===== config.mk =====
export PLATFORM = sky130hd
export DESIGN_NAME = bmult_issue_ctrl
export DESIGN_NICKNAME = d
export VERILOG_FILES = /design/src/rtl/bmult_pkg.sv /design/src/rtl/bmult_result_fifo.sv /design/src/rtl/bmult_issue_ctrl.sv
export SDC_FILE = /design/constraint.sdc
export NUM_CORES = 1
export LEC_CHECK = 0
export CAP_MARGIN = 20
export CORE_UTILIZATION = 30
export CTS_BUF_LIST = sky130_fd_sc_hd__clkbuf_8 sky130_fd_sc_hd__clkbuf_16
export CTS_CLUSTER_DIAMETER = 100
export DETAILED_ROUTE_END_ITERATION = 8
export PLACE_DENSITY = 0.54
export SLEW_MARGIN = 20
export SYNTH_ARGS = -nofsm -noshare
export SYNTH_HDL_FRONTEND = slang
export SYNTH_SLANG_ARGS = --single-unit

===== constraint.sdc =====
create_clock -name clk -period 3.1 [get_ports clk]
set_input_delay 0.62 -clock clk [delete_from_list [all_inputs] [get_ports clk]]
set_output_delay 0.62 -clock clk [all_outputs]
set_load 0.03 [all_outputs]

===== src/rtl/bmult_pkg.sv =====
// Shared constants and result record for the multiplier issue controller.
// Defining BMULT_ISSUE_TAG_EN adds an 8-bit tag field to the result record.
package bmult_pkg;
  localparam int BMULT_W           = 30;
  localparam int BMULT_LAT_DEFAULT = 2;
  localparam int BMULT_TAG_W       = 8;

  typedef struct packed {
    logic [2*BMULT_W-1:0] product;
`ifdef BMULT_ISSUE_TAG_EN
    logic [BMULT_TAG_W-1:0] tag;
`endif
  } bmult_res_t;
endpackage


===== src/rtl/bmult_result_fifo.sv =====
// Show-ahead result FIFO: the head entry is visible on pop_data whenever empty is low.
module bmult_result_fifo
  import bmult_pkg::*;
#(
  parameter int DEPTH = 4,
  parameter int DW    = $bits(bmult_res_t),
  parameter int CNT_W = $clog2(DEPTH + 1)
) (
  input  logic             clk,
  input  logic             rst_n,
  input  logic             push,
  input  logic [DW-1:0]    push_data,
  input  logic             pop,
  output logic [DW-1:0]    pop_data,
  output logic [CNT_W-1:0] count,
  output logic             empty
);
  localparam int PTR_W = (DEPTH > 1) ? $clog2(DEPTH) : 1;

  logic [DW-1:0]    mem [DEPTH];
  logic [PTR_W-1:0] wr_ptr_q, wr_ptr_d, rd_ptr_q, rd_ptr_d;
  logic [CNT_W-1:0] count_q, count_d;
  logic             full, do_push, do_pop;

  function automatic logic [PTR_W-1:0] ptr_inc(input logic [PTR_W-1:0] p);
    return (p == PTR_W'(DEPTH - 1)) ? '0 : p + 1'b1;
  endfunction

  always_comb begin
    full     = (count_q == CNT_W'(DEPTH));
    empty    = (count_q == '0);
    do_pop   = pop && !empty;
    do_push  = push && (!full || do_pop);
    wr_ptr_d = do_push ? ptr_inc(wr_ptr_q) : wr_ptr_q;
    rd_ptr_d = do_pop  ? ptr_inc(rd_ptr_q) : rd_ptr_q;
    count_d  = count_q;
    case ({do_push, do_pop})
      2'b10:   count_d = count_q + 1'b1;
      2'b01:   count_d = count_q - 1'b1;
      default: count_d = count_q;
    endcase
  end

  always_ff @(posedge clk) begin
    if (!rst_n) begin
      wr_ptr_q <= '0;
      rd_ptr_q <= '0;
      count_q  <= '0;
    end else begin
      wr_ptr_q <= wr_ptr_d;
      rd_ptr_q <= rd_ptr_d;
      count_q  <= count_d;
    end
  end

  // Storage needs no reset: the pointers and count define what is valid.
  always_ff @(posedge clk) begin
    if (do_push) mem[wr_ptr_q] <= push_data;
  end

  assign pop_data = mem[rd_ptr_q];
  assign count    = count_q;
endmodule


===== src/rtl/bmult_issue_ctrl.sv =====
// Credit-based issue controller for a pipelined multiplier with an in-order result FIFO.
// Defining BMULT_ISSUE_TAG_EN adds in_tag/out_tag carried alongside each product.
module bmult_issue_ctrl
  import bmult_pkg::*;
#(
  parameter int W        = BMULT_W,
  parameter int MULT_LAT = BMULT_LAT_DEFAULT,
  parameter int DEPTH    = 4
) (
  input  logic           clk,
  input  logic           rst_n,
  input  logic           in_valid,
  output logic           in_ready,
  input  logic [W-1:0]   in_a,
  input  logic [W-1:0]   in_b,
  output logic [W-1:0]   mul_a,
  output logic [W-1:0]   mul_b,
  input  logic [2*W-1:0] mul_p,
  output logic           out_valid,
  input  logic           out_ready,
  output logic [2*W-1:0] out_p,
`ifdef BMULT_ISSUE_TAG_EN
  input  logic [BMULT_TAG_W-1:0] in_tag,
  output logic [BMULT_TAG_W-1:0] out_tag,
`endif
  output logic           busy
);
  localparam int CNT_W  = $clog2(2*DEPTH + 1);
  localparam int FCNT_W = $clog2(DEPTH + 1);
`ifdef BMULT_ISSUE_TAG_EN
  localparam int RES_W  = 2*W + BMULT_TAG_W;
`else
  localparam int RES_W  = 2*W;
`endif

  logic              accept, capture, pop, fifo_empty;
  logic              vld_q [MULT_LAT+1];
  logic              vld_d [MULT_LAT+1];
  logic [W-1:0]      mul_a_q, mul_a_d, mul_b_q, mul_b_d;
  logic [CNT_W-1:0]  inflight_q, inflight_d, credit_used;
  logic [FCNT_W-1:0] fifo_cnt;
  logic [RES_W-1:0]  push_data, head_data;

  // Credits come only from registered counters, so a pop frees a slot one cycle later.
  always_comb begin
    credit_used = inflight_q + CNT_W'(fifo_cnt);
    in_ready    = rst_n && (credit_used < CNT_W'(DEPTH));
    accept      = in_valid && in_ready;
    capture     = vld_q[MULT_LAT];
    out_valid   = rst_n && !fifo_empty;
    pop         = out_valid && out_ready;
    busy        = rst_n && ((inflight_q != '0) || !fifo_empty);
    mul_a_d     = accept ? in_a : mul_a_q;
    mul_b_d     = accept ? in_b : mul_b_q;
    inflight_d  = inflight_q;
    case ({accept, capture})
      2'b10:   inflight_d = inflight_q + 1'b1;
      2'b01:   inflight_d = inflight_q - 1'b1;
      default: inflight_d = inflight_q;
    endcase
  end

  always_ff @(posedge clk) begin
    if (!rst_n) begin
      mul_a_q    <= '0;
      mul_b_q    <= '0;
      inflight_q <= '0;
    end else begin
      mul_a_q    <= mul_a_d;
      mul_b_q    <= mul_b_d;
      inflight_q <= inflight_d;
    end
  end

  always_comb vld_d[0] = accept;

  genvar gi;
  generate
    for (gi = 1; gi <= MULT_LAT; gi++) begin : g_vld_shift
      always_comb vld_d[gi] = vld_q[gi-1];
    end
    for (gi = 0; gi <= MULT_LAT; gi++) begin : g_vld_reg
      always_ff @(posedge clk) begin
        if (!rst_n) vld_q[gi] <= 1'b0;
        else        vld_q[gi] <= vld_d[gi];
      end
    end
  endgenerate

`ifdef BMULT_ISSUE_TAG_EN
  // Tags shift every cycle in lockstep with the valid bits.
  logic [BMULT_TAG_W-1:0] tag_q [MULT_LAT+1];
  logic [BMULT_TAG_W-1:0] tag_d [MULT_LAT+1];

  always_comb tag_d[0] = in_tag;

  generate
    for (gi = 1; gi <= MULT_LAT; gi++) begin : g_tag_shift
      always_comb tag_d[gi] = tag_q[gi-1];
    end
    for (gi = 0; gi <= MULT_LAT; gi++) begin : g_tag_reg
      always_ff @(posedge clk) begin
        if (!rst_n) tag_q[gi] <= '0;
        else        tag_q[gi] <= tag_d[gi];
      end
    end
  endgenerate

  assign push_data        = {mul_p, tag_q[MULT_LAT]};
  assign {out_p, out_tag} = head_data;
`else
  assign push_data = mul_p;
  assign out_p     = head_data;
`endif

  bmult_result_fifo #(
    .DEPTH (DEPTH),
    .DW    (RES_W),
    .CNT_W (FCNT_W)
  ) u_fifo (
    .clk       (clk),
    .rst_n     (rst_n),
    .push      (capture),
    .push_data (push_data),
    .pop       (pop),
    .pop_data  (head_data),
    .count     (fifo_cnt),
    .empty     (fifo_empty)
  );

  assign mul_a = mul_a_q;
  assign mul_b = mul_b_q;
endmodule


==> results.toml, run 1 <==
[critical_path]
worst-path-max-fanout = 19
cp_top_family = "buffers and inverters"
cp_num_buf_inv = 2
cp_slowest_cell = "clkdlybuf4s50_1"
cp_data_required_time_ns = 2.48
reg2regPathDepth = 11
rrSetupSlack_ns = 0.18
critical_path.cell_chain = "buf_12 -> mux4_2 -> clkdlybuf4s50_1"
critPathMaxStageDelay_ns = 0.60
crit_arrival_ns = 2.31
timing.rr.end = "inflight_q[3]$_SDFFE_PN0P_"
end_kind = "output port"
r2r_start = "inflight_q[2]$_SDFFE_PN0P_"
path_class = "reg -> out"
start_kind = "register"

[global_routing]
grt_max_degree = 62
antenna_found_initial = 1
grt_use_total_pct = 14.1
grt_first_pass_wirelength_um = 42100
grt_remaining_overflow = 0
grt_pass1_vias = 7209

[final_layout]
area_delta_synth_final_pct = 38.0
finalNetCount = 1092
post-route-util_pct = 41.9
nFillCells = 3607
drive_gt1_share_pct = 15.7
instances_no_fill = 1501
final_cell_mix = "240 x edfxtp_1, 199 x clkdlybuf4s50_1, 72 x dfxtp_1"
layout_commonest_cell = "edfxtp_1"

[route]
ant_nets = 0
drcViolationCount = 0
wl_met1_um = 12200
wl_met3_um = 2680
routed.top_layer = "met4"
first_pass_iters = 4
wl_per_cell_um = 18.6
dr_wl_met2_um = 12400
avgViaCountPerCell = 4.59
drt-initial-drc-count = 312
drt-total-wl_um = 27900
vias = 6888

[clocking]
clkTransAtPathRegs_ns = 0.06
cts.root.buffer_cell = "clkbuf_16"
cts_sinks = 316
numCtsBuffers = 36
htreeDepth = 2
clock_path_buffers = 3
cts_tree = "yes"
clock_latency_ns = 0.55

[sta]
fmax_mhz = 341
fin_skew_ns = 0.0191
worst_pin_slew_ns = 0.677
min_period_ns = 2.93
rsz0062_at_grt = "no"
hold_viol_final = 0
drv_slew = 0
setup_tns_ns = 0
finalCritPeriodShare_pct = 94.5
setup_viol = 0
relSlewSlack_pct = 54.9

[yosys]
ys_warn_count = 0
synth_fp_nets = 821
synth_seq_cells = 316
yosysTopAreaCell = "edfxtp_1"
synth.top_cell.area_share_pct = 61.5
synth.area.top_cells = "edfxtp_1 61%, dfxtp_1 13%, mux4_2 12%"
synth_ff_type = "edfxtp_1"
ys_seq_area_share_pct = 74.5
netlist_area_mm2 = 0.0117
synthArstFlopShare_pct = 0
synth.avg_cell_area_um2 = 17.1
synthCells = 685
synth_cell_types = 34
synth_edf_count = 240

[pwr]
power_density_mw_per_mm2 = 614
ir_drop_v = 0.000418
leakage_uw = 0.00537

[min_path]
hp-start = "rst_n"
whs_path_depth = 3
hp-class = "in -> reg"
whs_endpoint = "mul_a[1]$_SDFFE_PN0P_"

[placement]
routabilityCongestion = 0.744
placed_cells = 1434
hpwl_um = 17400
io_buffers = 246

[die]
die_width_um = 200
ios = 247
initial_core_util_pct = 30.4
chipHeight_um = 200
num_rows = 72
dieArea_mm2 = 0.0399
core_mm2 = 0.0386

[job]
cap_violations = 0

[outcome]
status = "finished, final reports clean"
-- worst reg2reg max path, cell delays in order (launching register included) --
cell,delay [ns]
dfxtp_2,0.38
ha_2,0.33
or3_1,0.42
a21oi_4,0.15
and2_2,0.16
inv_1,0.04
ha_1,0.24
ha_4,0.30
nand3_1,0.09
and3_1,0.19
or4_1,0.40
a21oi_1,0.15
-- power breakdown --
| part | leakage, uW | switching (uW) | internal, uW | total (uW) |
|---|---|---|---|---|
| Clock | 0.000577 | 1680 | 2230 | 3910 |
| Combinational | 0.00200 | 697 | 575 | 1270 |
| Sequential | 0.00279 | 71.4 | 4670 | 4740 |
| Total | 0.00537 | 2450 | 7480 | 9930 |
-- worst max path at each step --
stage               slack [ns]                        from  cells after the start                          to
global route             0.005  inflight_q[2]$_SDFFE_PN0P_                     11  inflight_q[3]$_SDFFE_PN0P_
CTS                      0.008  inflight_q[1]$_SDFFE_PN0P_                      6                    in_ready
finish                    0.17                    register                      3                   out_p[48]
global placement          0.15  inflight_q[2]$_SDFFE_PN0P_                     11  inflight_q[3]$_SDFFE_PN0P_
detailed placement        0.10  inflight_q[2]$_SDFFE_PN0P_                     11  inflight_q[3]$_SDFFE_PN0P_
floorplan               0.0009  inflight_q[2]$_SDFFE_PN0P_                     13  inflight_q[3]$_SDFFE_PN0P_
-- state kept, by name, indices dropped and copies added, names as in the netlist, named ones only --
register         cells
inflight_q           4
vld_q                3
mul_b               30
mul_a               30
u_fifo.count         3
u_fifo.wr_ptr_q      2
u_fifo.rd_ptr_q      2
u_fifo.mem         240
-- layer usage --
layer  track usage, %  vias up
li1                 -     3192
met3             6.09       45
met4             4.75        0
met5                0        -
met1             18.1     3398
met2             21.1      253
-- cell type report --
cell class / instances / area [um^2] / area share [%]
well taps: 518 / 648 / 4.01
inverters: 10 / 37.5 / 0.232
diodes: 1 / 2.50 / 0.0155
repair buffers: 275 / 2860 / 17.7
flip-flops and latches: 316 / 8740 / 54.0
clock buffers: 37 / 915 / 5.66
clock inverters: 27 / 170 / 1.05
multi-input cells: 317 / 2800 / 17.3
-- cells in the mapped netlist (all sizes together) (3+ instances only) --
cell    instances
and2            8
edfxtp        240
dfxtp          76
a21oi          11
nor2           14
nand2          62
ha             10
o21ai          62
mux2i           3
clkbuf         21
buf            21
mux4           60
inv            10
a31oi           3
xor2            3
nand3          61
-- metrics by stage --
stage	worst slack (ns)	area [um^2]	total power, uW	hold slack (ns)
final	0.171	16200	9930	0.416
after global routing	0.00517	16200	10300	0.388
after CTS	0.00798	16100	10100	0.373
after detailed placement	0.101	15100	6120	0.419
after global placement	0.152	15100	6120	0.416
after floorplan	0.000884	11700	5510	0.412
-- what timing repair did --
item	4_1_cts	5_1_grt
buffers inserted	1	0
hold buffers	0	0
gates cloned	0	1
endpoints found under the setup margin	54	2
resized for setup	46	5
-- kinds of logic (layout without fill, tap and decap cells) --
kind of cell | Yosys count | count (layout) | share of synthesized area (%)
adders and majority gates | 12 | 12 | 1.41
and+or+nand+nor | 156 | 156 | 6.07
other | 0 | 1 | 0
DFF | 316 | 316 | 74.5
muxes | 63 | 63 | 11.8
AOI/OAI and AO/OA | 81 | 81 | 3.66
xor gates and xnor gates | 5 | 5 | 0.374
buffers and inverters | 52 | 349 | 2.22
Power figures use the tool's default switching activity.
==> inputs of run 2 (changes only) <==
--- a/config.mk
+++ b/config.mk
@@ -10,7 +10,7 @@
 export CTS_BUF_LIST = sky130_fd_sc_hd__clkbuf_8 sky130_fd_sc_hd__clkbuf_16
 export CTS_CLUSTER_DIAMETER = 100
 export DETAILED_ROUTE_END_ITERATION = 8
-export PLACE_DENSITY = 0.54
+export PLACE_DENSITY = 0.59
 export SLEW_MARGIN = 20
 export SYNTH_ARGS = -nofsm -noshare
 export SYNTH_HDL_FRONTEND = slang
==> run 2 against run 1 <==
Compared with the run above:
- count of clock-buffer cells in the layout is 4 higher
- first-iteration DRC count fell by 31%
- clock skew up 0.0031 ns
- non-clock buffer count is 4 lower
- worst hold slack better by 0.014 ns
- largest power group unchanged
- global-route usage is 0.32 points lower
- largest cell class unchanged
- setup slack worse by 0.050 ns
- sequential cell count is the same
- die area did not move
- final cell count down 0.40%
==> results.toml, run 2 (same netlist as run 1, synthesis figures left out) <==
[pwr]
p_clk_share_pct = 40.0
swShare_pct = 23.9
finalPower_uw = 10000
ir_drop_v = 0.000333
leakage_uw = 0.00534
p_comb_share_pct = 12.7
seq_power_share_pct = 47.3
power_density_mw_per_mm2 = 621
internal-power_uw = 7620
p_switching_uw = 2390

[critical_path]
worst-path-max-fanout = 30
critPathMaxStageDelay_ns = 0.65
cp_data_required_time_ns = 2.48
crit_arrival_ns = 2.36
end_kind = "output port"
cp_slowest_cell = "clkdlybuf4s50_1"
start_kind = "register"
path_class = "reg -> out"
critical_path.cell_chain = "buf_12 -> mux4_2 -> clkdlybuf4s50_1"

[clocking]
clkTransAtPathRegs_ns = 0.06
htreeDepth = 2
cts_tree = "yes"
clock_path_buffers = 3
numCtsBuffers = 37
cts.root.buffer_cell = "clkbuf_16"
clock_latency_ns = 0.53
cts_sinks = 316
postCtsSetupRepairBufs = 0

[global_routing]
antenna_found_initial = 2
grt_pass1_vias = 7023
grt_max_degree = 62
grt_first_pass_wirelength_um = 41100
grt_use_total_pct = 13.8
grt_remaining_overflow = 0

[final_layout]
diodes = 0
layout_commonest_cell = "edfxtp_1"
final_cell_mix = "240 x edfxtp_1, 234 x clkdlybuf4s50_1, 72 x dfxtp_1"
design_area_mm2 = 0.0161
finalNetCount = 1089
area_delta_synth_final_pct = 37.6
drive_gt1_share_pct = 15.6
largest_register = "u_fifo.mem"
largest_register_ffs = 240

[placement]
dpl_cell_area_mm2 = 0.0150
routabilityCongestion = 0.720
hpwl_um = 17200
io_buffers = 246

[route]
drt-initial-drc-count = 214
vias = 6854
drcViolationCount = 0
first_pass_iters = 4
wl_per_cell_um = 18.1
avgViaCountPerCell = 4.58
ant_nets = 0
drt-total-wl_um = 27100

[sta]
relSlewSlack_pct = 56.2
hold_viol_final = 0
drv_slew = 0
rsz0062_at_grt = "yes"
min_period_ns = 2.98
fmax_mhz = 336
setup_viol = 0
worst_pin_slew_ns = 0.651
finalCritPeriodShare_pct = 96.1
fin_skew_ns = 0.0222

[die]
initial_core_util_pct = 30.4
chipHeight_um = 200
die_width_um = 200
ios = 247
num_rows = 72
dieArea_mm2 = 0.0399
core_mm2 = 0.0386

[outcome]
status = "finished, final reports clean"

[job]
cap_violations = 0

[min_path]
hp-class = "reg -> reg"
-- run 2: layer usage --
metal | wire, um | part of all wire (%) | vias up | global-route usage [%]
met4 | 456 | 1.7 | 4 | 3.96
met5 | 27 | 0.10 | - | 0
met3 | 2830 | 10 | 34 | 6.28
met2 | 12600 | 46 | 247 | 21.6
li1 | - | - | 3176 | -
met1 | 11200 | 41 | 3393 | 16.9
-- run 2: what timing repair did --
| action | 4_1_cts | 5_1_grt |
|---|---|---|
| pin swaps | 0 | 0 |
| endpoints found under the hold margin | 0 | 0 |
| resized for setup | 2 | 8 |
| setup endpoints to repair | 18 | 9 |
| hold buffers | 0 | 0 |
-- run 2: critical path, delay by kind of cell, from the launching register on --
family | cells | cell delay [ns]
buffers and inverters | 2 | 0.90
muxes | 1 | 0.53
DFF | 1 | 0.37
-- run 2: layout make-up --
cell class	instances	area, um^2
clock inverters	22	135
inverters	10	37.5
multi-input cells	317	2790
repair buffers	271	2800
flip-flops and latches	316	8740
well taps	518	648
clock buffers	41	992
fillers	3534	22400
-- run 2: metrics by stage --
step                std cells  util, %  setup TNS (ns)  hold slack [ns]  setup WS (ns)
finish                   1495     41.8               0            0.430          0.122
global placement         1432     38.9               0            0.421          0.178
detailed placement       1432     38.9               0            0.427          0.142
CTS                      1495     41.8               0            0.410         0.0200
floorplan                 685        -               0            0.412       0.000884
global route             1495     41.8        -0.00302            0.435       -0.00302
-- run 2: worst paths after layout --
kind / depth (start not counted) / slack [ns] / to / startpoint
setup reg to reg: 11 / 0.15 / inflight_q[3]$_SDFFE_PN0P_ / inflight_q[2]$_SDFFE_PN0P_
setup / recovery: 3 / 0.12 / out_p[50] / register
hold / removal: 1 / 0.43 / vld_q[1]$_DFF_P_ / vld_q[0]$_DFF_P_
hold reg to reg: 1 / 0.43 / vld_q[1]$_DFF_P_ / vld_q[0]$_DFF_P_
-- run 2: power by group through the flow --
stage                     Clock, uW  Sequential (uW)  Combinational, uW
final                          4010             4740               1270
after floorplan                   0             4980                537
after global placement            0             4820               1280
after global routing           4320             4750               1360
after detailed placement          0             4820               1280
after CTS                      4160             4740               1290
==> inputs of run 3 (changes only) <==
--- a/config.mk
+++ b/config.mk
@@ -5,13 +5,15 @@
 export SDC_FILE = /design/constraint.sdc
 export NUM_CORES = 1
 export LEC_CHECK = 0
+export ABC_AREA = 1
 export CAP_MARGIN = 20
-export CORE_UTILIZATION = 30
+export CORE_UTILIZATION = 45
 export CTS_BUF_LIST = sky130_fd_sc_hd__clkbuf_8 sky130_fd_sc_hd__clkbuf_16
 export CTS_CLUSTER_DIAMETER = 100
 export DETAILED_ROUTE_END_ITERATION = 8
-export PLACE_DENSITY = 0.59
+export PLACE_DENSITY = 0.79
 export SLEW_MARGIN = 20
 export SYNTH_ARGS = -nofsm -noshare
 export SYNTH_HDL_FRONTEND = slang
+export SYNTH_HIERARCHICAL = 1
 export SYNTH_SLANG_ARGS = --single-unit
==> run 3 against run 2 <==
Compared with the run above:
- sequential cell count did not move
- largest cell class unchanged
- critical endpoint is now out_p[7]
- first-iteration DRC count grew to 2.6 times the previous value
- global-route usage is 5.6 points higher
- register-to-register slack gained 0.51 ns
- sequential power down 1%
- combinational power decreased by 34%
- fmax rose by 1.6%
- utilization grew 19 points
- die area decreased by 29%
- count of clock-buffer cells in the layout decreased by 10
- critical path type unchanged
- synthesized cell count increased by 59%
- power down 9.4%
==> results.toml, run 3 <==
[pwr]
seq_power_share_pct = 51.7
internal-power_uw = 7060
ir_drop_v = 0.000390
finalPower_uw = 9070
leakage_uw = 0.00636
power_density_mw_per_mm2 = 555
swShare_pct = 22.2
p_switching_uw = 2010
p_comb_share_pct = 9.2
p_clk_share_pct = 39.1

[critical_path]
r2r_start = "u_fifo/count[1]$_SDFFE_PN0P_"
cp_slowest_cell = "clkdlybuf4s50_1"
cp_top_family = "buffers and inverters"
cp_data_required_time_ns = 2.48
endpoint = "out_p[7]"
crit_arrival_ns = 2.31
timing.rr.end = "u_fifo/count[2]$_SDFFE_PN0P_"
cp_num_buf_inv = 3
start_kind = "register"
reg2regPathDepth = 17
worst-path-max-fanout = 27
critical_path.cell_chain = "clkinv_2 -> buf_12 -> o21ai_1 -> o22ai_1 -> clkdlybuf4s50_1"
crit_cells = 5
end_kind = "output port"
rrSetupSlack_ns = 0.66
path_class = "reg -> out"
critPathMaxStageDelay_ns = 0.71

[placement]
routabilityCongestion = 0.791
placed_cells = 1643
io_buffers = 246
pre_cts_ws_ns = 0.322
hpwl_um = 17000

[yosys]
synthAdderAreaFrac_pct = 1.43
netlist_top_cells_count = "240 x edfxtp_1, 235 x nor2_1, 143 x nand2_1"
synth.area.top_cells = "edfxtp_1 58%, dfxtp_1 12%, nor2_1 7.1%"
yosysTopAreaCell = "edfxtp_1"
ys_warn_count = 6
synth_seq_cells = 316
synthCells = 1091
ys_seq_area_share_pct = 70.1
netlist_area_mm2 = 0.0125
synth-simple-area-share_pct = 13.0
synth_fp_nets = 1228
synth.top_cell.area_share_pct = 57.9
yosys.area_share.xor_xnor_pct = 0.211
synthArstFlopShare_pct = 0
yosysMostFrequentCell = "edfxtp_1"
synth_ff_type = "edfxtp_1"
synth_compound_gate_area_share_pct = 9.51
synth_cell_types = 27
synth_top_family_by_area = "simple AND/OR/NAND/NOR gates"
synth.avg_cell_area_um2 = 11.4
synthMuxAreaShare_pct = 0
synth_edf_count = 240

[job]
cap_violations = 0

[clocking]
clock_path_buffers = 3
clkTransAtPathRegs_ns = 0.06
numCtsBuffers = 31
htreeDepth = 1
cts.root.buffer_cell = "clkbuf_16"
hold_buffers = 0
clock_latency_ns = 0.56
cts_tree = "yes"
cts_sinks = 316

[sta]
setup_viol = 0
fmax_mhz = 341
setup_tns_ns = 0
worst_pin_slew_ns = 0.791
finalCritPeriodShare_pct = 94.5
drv_slew = 0
hold_viol_final = 0
relSlewSlack_pct = 47.3
fin_skew_ns = 0.0198
finalWorstSetupSlack_ns = 0.170
min_period_ns = 2.93
rsz0062_at_grt = "no"

[route]
drt-initial-drc-count = 563
drt-total-wl_um = 27500
vias = 8574
wl_per_cell_um = 16.2
first_pass_iters = 5
ant_nets = 0
avgViaCountPerCell = 5.05
drcViolationCount = 0

[global_routing]
grt_use_total_pct = 19.4
grt_pass1_vias = 8593
grt_first_pass_wirelength_um = 43400
grt_remaining_overflow = 0
antenna_found_initial = 2
grt_max_degree = 122

[final_layout]
final_cell_mix = "240 x edfxtp_1, 231 x nor2_1, 185 x clkdlybuf4s50_1"
area_delta_synth_final_pct = 31.4
largest_register = "u_fifo/mem"
layout_commonest_cell = "edfxtp_1"
drive_gt1_share_pct = 9.14
instances_no_fill = 1699
finalNetCount = 1472
largest_register_ffs = 240

[die]
initial_core_util_pct = 46.1
chipHeight_um = 168
ios = 247
core_mm2 = 0.0270
num_rows = 60
die_width_um = 168
dieArea_mm2 = 0.0283

[outcome]
status = "finished, final reports clean"

[min_path]
hp-class = "in -> reg"
run 3: changes by cell type in the layout (fill, tap and decap cells not counted), moves of 53 or more:
cell / previous run / this run
nand2_1: 62 / 143
nand3_1: 61 / 8
o21ai_0: 4 / 86
inv_1: 21 / 94
nor2_1: 14 / 231
mux4_2: 60 / 0
run 3: cell type report:
| cell class | count | area, um^2 |
|---|---|---|
| fillers | 2105 | 10700 |
| flip-flops and latches | 316 | 8730 |
| multi-input cells | 623 | 3050 |
| repair buffers | 270 | 2830 |
| clock buffers | 31 | 776 |
| well taps | 341 | 427 |
| inverters | 93 | 355 |
| clock inverters | 24 | 190 |
| diodes | 1 | 2.50 |
run 3: power groups by stage:
stage | Combinational (uW) | Clock (uW) | Sequential [uW]
final | 835 | 3550 | 4690
after global routing | 908 | 3790 | 4700
after CTS | 845 | 3630 | 4690
after detailed placement | 846 | 0 | 4780
after global placement | 832 | 0 | 4770
after floorplan | 292 | 0 | 4900
run 3: what timing repair did:
| item | CTS | global route |
|---|---|---|
| setup endpoints to repair | 51 | 18 |
| cloned | 0 | 0 |
| hold endpoints to repair | 0 | 0 |
| buffers inserted | 0 | 0 |
| resized for setup | 39 | 18 |
run 3: worst min path at each step:
stage                                start                         end  cells past startpoint
after CTS                            rst_n  inflight_q[3]$_SDFFE_PN0P_                      3
after floorplan           vld_q[0]$_DFF_P_            vld_q[1]$_DFF_P_                      2
after global routing                 rst_n  inflight_q[3]$_SDFFE_PN0P_                      3
after detailed placement  vld_q[0]$_DFF_P_            vld_q[1]$_DFF_P_                      2
final                                rst_n  inflight_q[3]$_SDFFE_PN0P_                      3
after global placement    vld_q[1]$_DFF_P_            vld_q[2]$_DFF_P_                      2
run 3: per-stage QoR:
step	instance area [um^2]	hold slack, ns	utilization [%]
after floorplan	12500	0.390	-
after global placement	15400	0.396	56.9
after detailed placement	15400	0.404	56.9
after CTS	16300	0.405	60.3
after global routing	16400	0.425	60.5
final	16400	0.405	60.5
run 3: worst reg2reg max path, delay by kind of cell (launching register included):
kind                       cells  cell delay [ns]
and+or+nand+nor               11             1.03
adders and majority gates      2             0.58
buffers and inverters          4             0.39
DFF                            1             0.34
run 3: cell families (layout without fill, tap and decap cells):
family / Yosys count / count (layout)
and+or+nand+nor: 411 / 411
DFF: 316 / 316
AOI/OAI and AO/OA: 196 / 196
buffers and inverters: 152 / 418
adders and majority gates: 13 / 13
xor gates and xnor gates: 3 / 3
other: 0 / 1
run 3: per-layer routing:
metal / share of wire [%] / global-route usage, % / vias up
met5: 0.062 / 0 / -
met4: 2.3 / 5.81 / 2
met3: 9.6 / 6.02 / 51
met2: 48 / 32.9 / 340
met1: 40 / 23.6 / 4002
li1: - / - / 4179
==> RTL edit (flow settings as in run 3) <==
`BMULT_LAT_DEFAULT`: 2 -> 1.
--- a/src/rtl/bmult_pkg.sv
+++ b/src/rtl/bmult_pkg.sv
@@ -3,5 +3,5 @@
 package bmult_pkg;
   localparam int BMULT_W           = 30;
-  localparam int BMULT_LAT_DEFAULT = 2;
+  localparam int BMULT_LAT_DEFAULT = 1;
   localparam int BMULT_TAG_W       = 8;
 
Behaviour: not the same (Yosys sat finds a counterexample within 4 cycles, from zero or initial values and one cycle with rst_n low).
==> RTL edit against run 3 <==
Routed wire length is 3.0% lower; final cell count decreased by 1.1%; clock skew is 0.0081 ns lower; register-to-register slack better by 0.12 ns; setup slack worse by 0.014 ns; sequential cell count is 1 lower; count of clock-buffer cells in the layout increased by 3; synthesized area down 1.7%; sequential share of layout area grew 1.3 points; power increased by 7.5%; synthesized cell count decreased by 0.82%; fmax is 0.48% lower; cell area is 2.5% lower; critical path depth up 2; critical endpoint is now in_ready.
==> RTL edit: results (changes against run 3) <==
- Global-route wire length before repair: 42300 um (-2.4%)
- Routed Antenna Nets: 0 (unchanged)
- Worst skew pair latency: 0.50 ns (-0.06 ns)
- Post-Place Cell Area: 14900 um2 (-3.4%)
- # placed instances: 1618 (-1.5%)
- Number of global-route vias before repair: 8417 (-2.0%)
- Critical-path maximum fanout: 5 (-81%)
- Filler Cells Inserted: 2026 (-3.8%)
- Peak VDD IR: 475 uV (+22%)
- Arr. time, crit path: 2.32 ns
- Via Count: 8452 (-1.4%)
- CTS H-tree lvls: 2 (+1)
- Critical path's largest stage delay: 0.69 ns (-0.02 ns)
- Post-synth ARST share: 0 (unchanged)
- Non-Filler Instances: 1680 (-1.1%)
- Final #Nets: 1455 (-1.2%)
- Synth Area in Compound Gates: 0.0900 (-0.00508)
- Seq/Total Area, Yosys: 0.712 (+0.0107)
- Gr usage total: 0.192 (-0.00170)
- FF-to-FF Start: inflight_q[1]$_SDFFE_PN0P_
- Leak: 6.11 nW (-4.0%)
- Syn nets: 1218 (-0.81%)
- Worst min-delay path category: reg -> reg
- Synth unique cells: 30 (+11%)
- DPL Wire Length: 15900 um (-6.7%)
- Hold Crit Start: vld_q[0]$_DFF_P_
- Syn Area/Cell: 11.3 um2 (-0.91%)
- Relative slew slack: 0.558 (+0.0852)
- 1st-iter DRT viols: 532 (-5.5%)
- Status: completed
- Worst Skew: 0.0118 ns (-0.00807 ns)
- Max Buffers Root-to-Sink: 3 (unchanged)
- Final GP Congestion: 0.773 (-2.2%)
- Share of layout cells above drive strength 1: 0.103 (+0.0113)
- Synth top cells by count: nor2_1 (253), edfxtp_1 (240), nand2_1 (135), inv_1 (90), o21ai_0 (89)
- PortBufs: 246 (unchanged)
- Synth Area in XOR/XNOR: 0.00215 (+0.0000371)
- CTS Buf Count: 34 (+9.7%)
- Max FFs per register: 240 (unchanged)
- Area contributors post-synth: edfxtp_1 (59%), dfxtp_1 (12%), nor2_1 (7.8%)
- Final WL: 26700 um (-3.0%)
- CTS-repair resized insts: 0 (-100%)
- Clk pin slew, worst setup/hold paths: 0.06 ns (about the same)
- Synth Area in Adders: 0.0135 (-0.000772)
[RTL edit: cell types whose count changed in the layout (fill, tap and decap cells not counted), moves of 2 or more]
cell / run 3 / this run
buf_6: 2 / 0
o22ai_2: 20 / 0
o22ai_1: 40 / 60
nand3_1: 8 / 6
dlygate4sd2_1: 37 / 0
buf_4: 12 / 64
clkbuf_16: 31 / 34
nor2_1: 231 / 249
o21ai_0: 86 / 89
dlymetal6s2s_1: 17 / 0
nand2_1: 143 / 135
nor2_2: 20 / 1
buf_12: 16 / 9
[RTL edit: path summary, 6_finish.rpt]
path,end,slack [ns],depth (start not counted)
hold reg to reg,vld_q[1]$_DFF_P_,0.43,2
setup reg to reg,inflight_q[3]$_SDFFE_PN0P_,0.78,12
hold / removal,vld_q[1]$_DFF_P_,0.43,2
setup / recovery,in_ready,0.16,7
[RTL edit: per-layer routing]
layer,vias to the layer above,GRT usage,routed length [um]
met4,2,0.0729,746
met3,58,0.0718,2760
li1,4141,-,-
met2,341,0.322,12700
met5,-,0,13
met1,3910,0.223,10500
[RTL edit: cell type report]
cell class	count	area [um2]	area share
Sequential cell	315	8710	0.546
Multi-Input combinational cell	617	2870	0.180
Timing Repair Buffer	259	2520	0.158
Clock buffer	34	851	0.0534
Tap cell	335	419	0.0263
Inverter	92	348	0.0218
Clock inverter	27	225	0.0141
Antenna cell	1	2.50	0.000157
[RTL edit: cells by family after synthesis]
group | count (synthesis)
AO/OA/AOI/OAI | 201
adder cells (fa/ha/maj) | 12
buffers and inverters | 150
XOR/XNOR | 3
AND/OR/NAND/NOR | 401
flip-flops | 315
[RTL edit: through the flow]
step                      setup slack (ns)   util  hold slack [ns]
after detailed placement             0.399  0.564            0.428
after global placement               0.458  0.564            0.415
after global routing               0.00863  0.605            0.433
final                                0.156  0.605            0.435
after floorplan                     -0.454      -            0.390
after CTS                            0.122  0.605            0.433
[RTL edit: worst register-to-register path, delay by kind of cell, from the launching register on]
kind,cells,cell delay (ns)
fa+ha+maj,3,0.88
simple gates,6,0.56
flops,1,0.41
compound gates,2,0.28
xor+xnor,1,0.13
[RTL edit: power breakdown]
part           internal (mW)  leakage, nW  switching (mW)  total [mW]
Combinational          0.481         2.78           0.687        1.17
Clock                   2.27        0.546            1.57        3.84
Sequential              4.68         2.78          0.0665        4.75
Total                   7.43         6.11            2.33        9.76
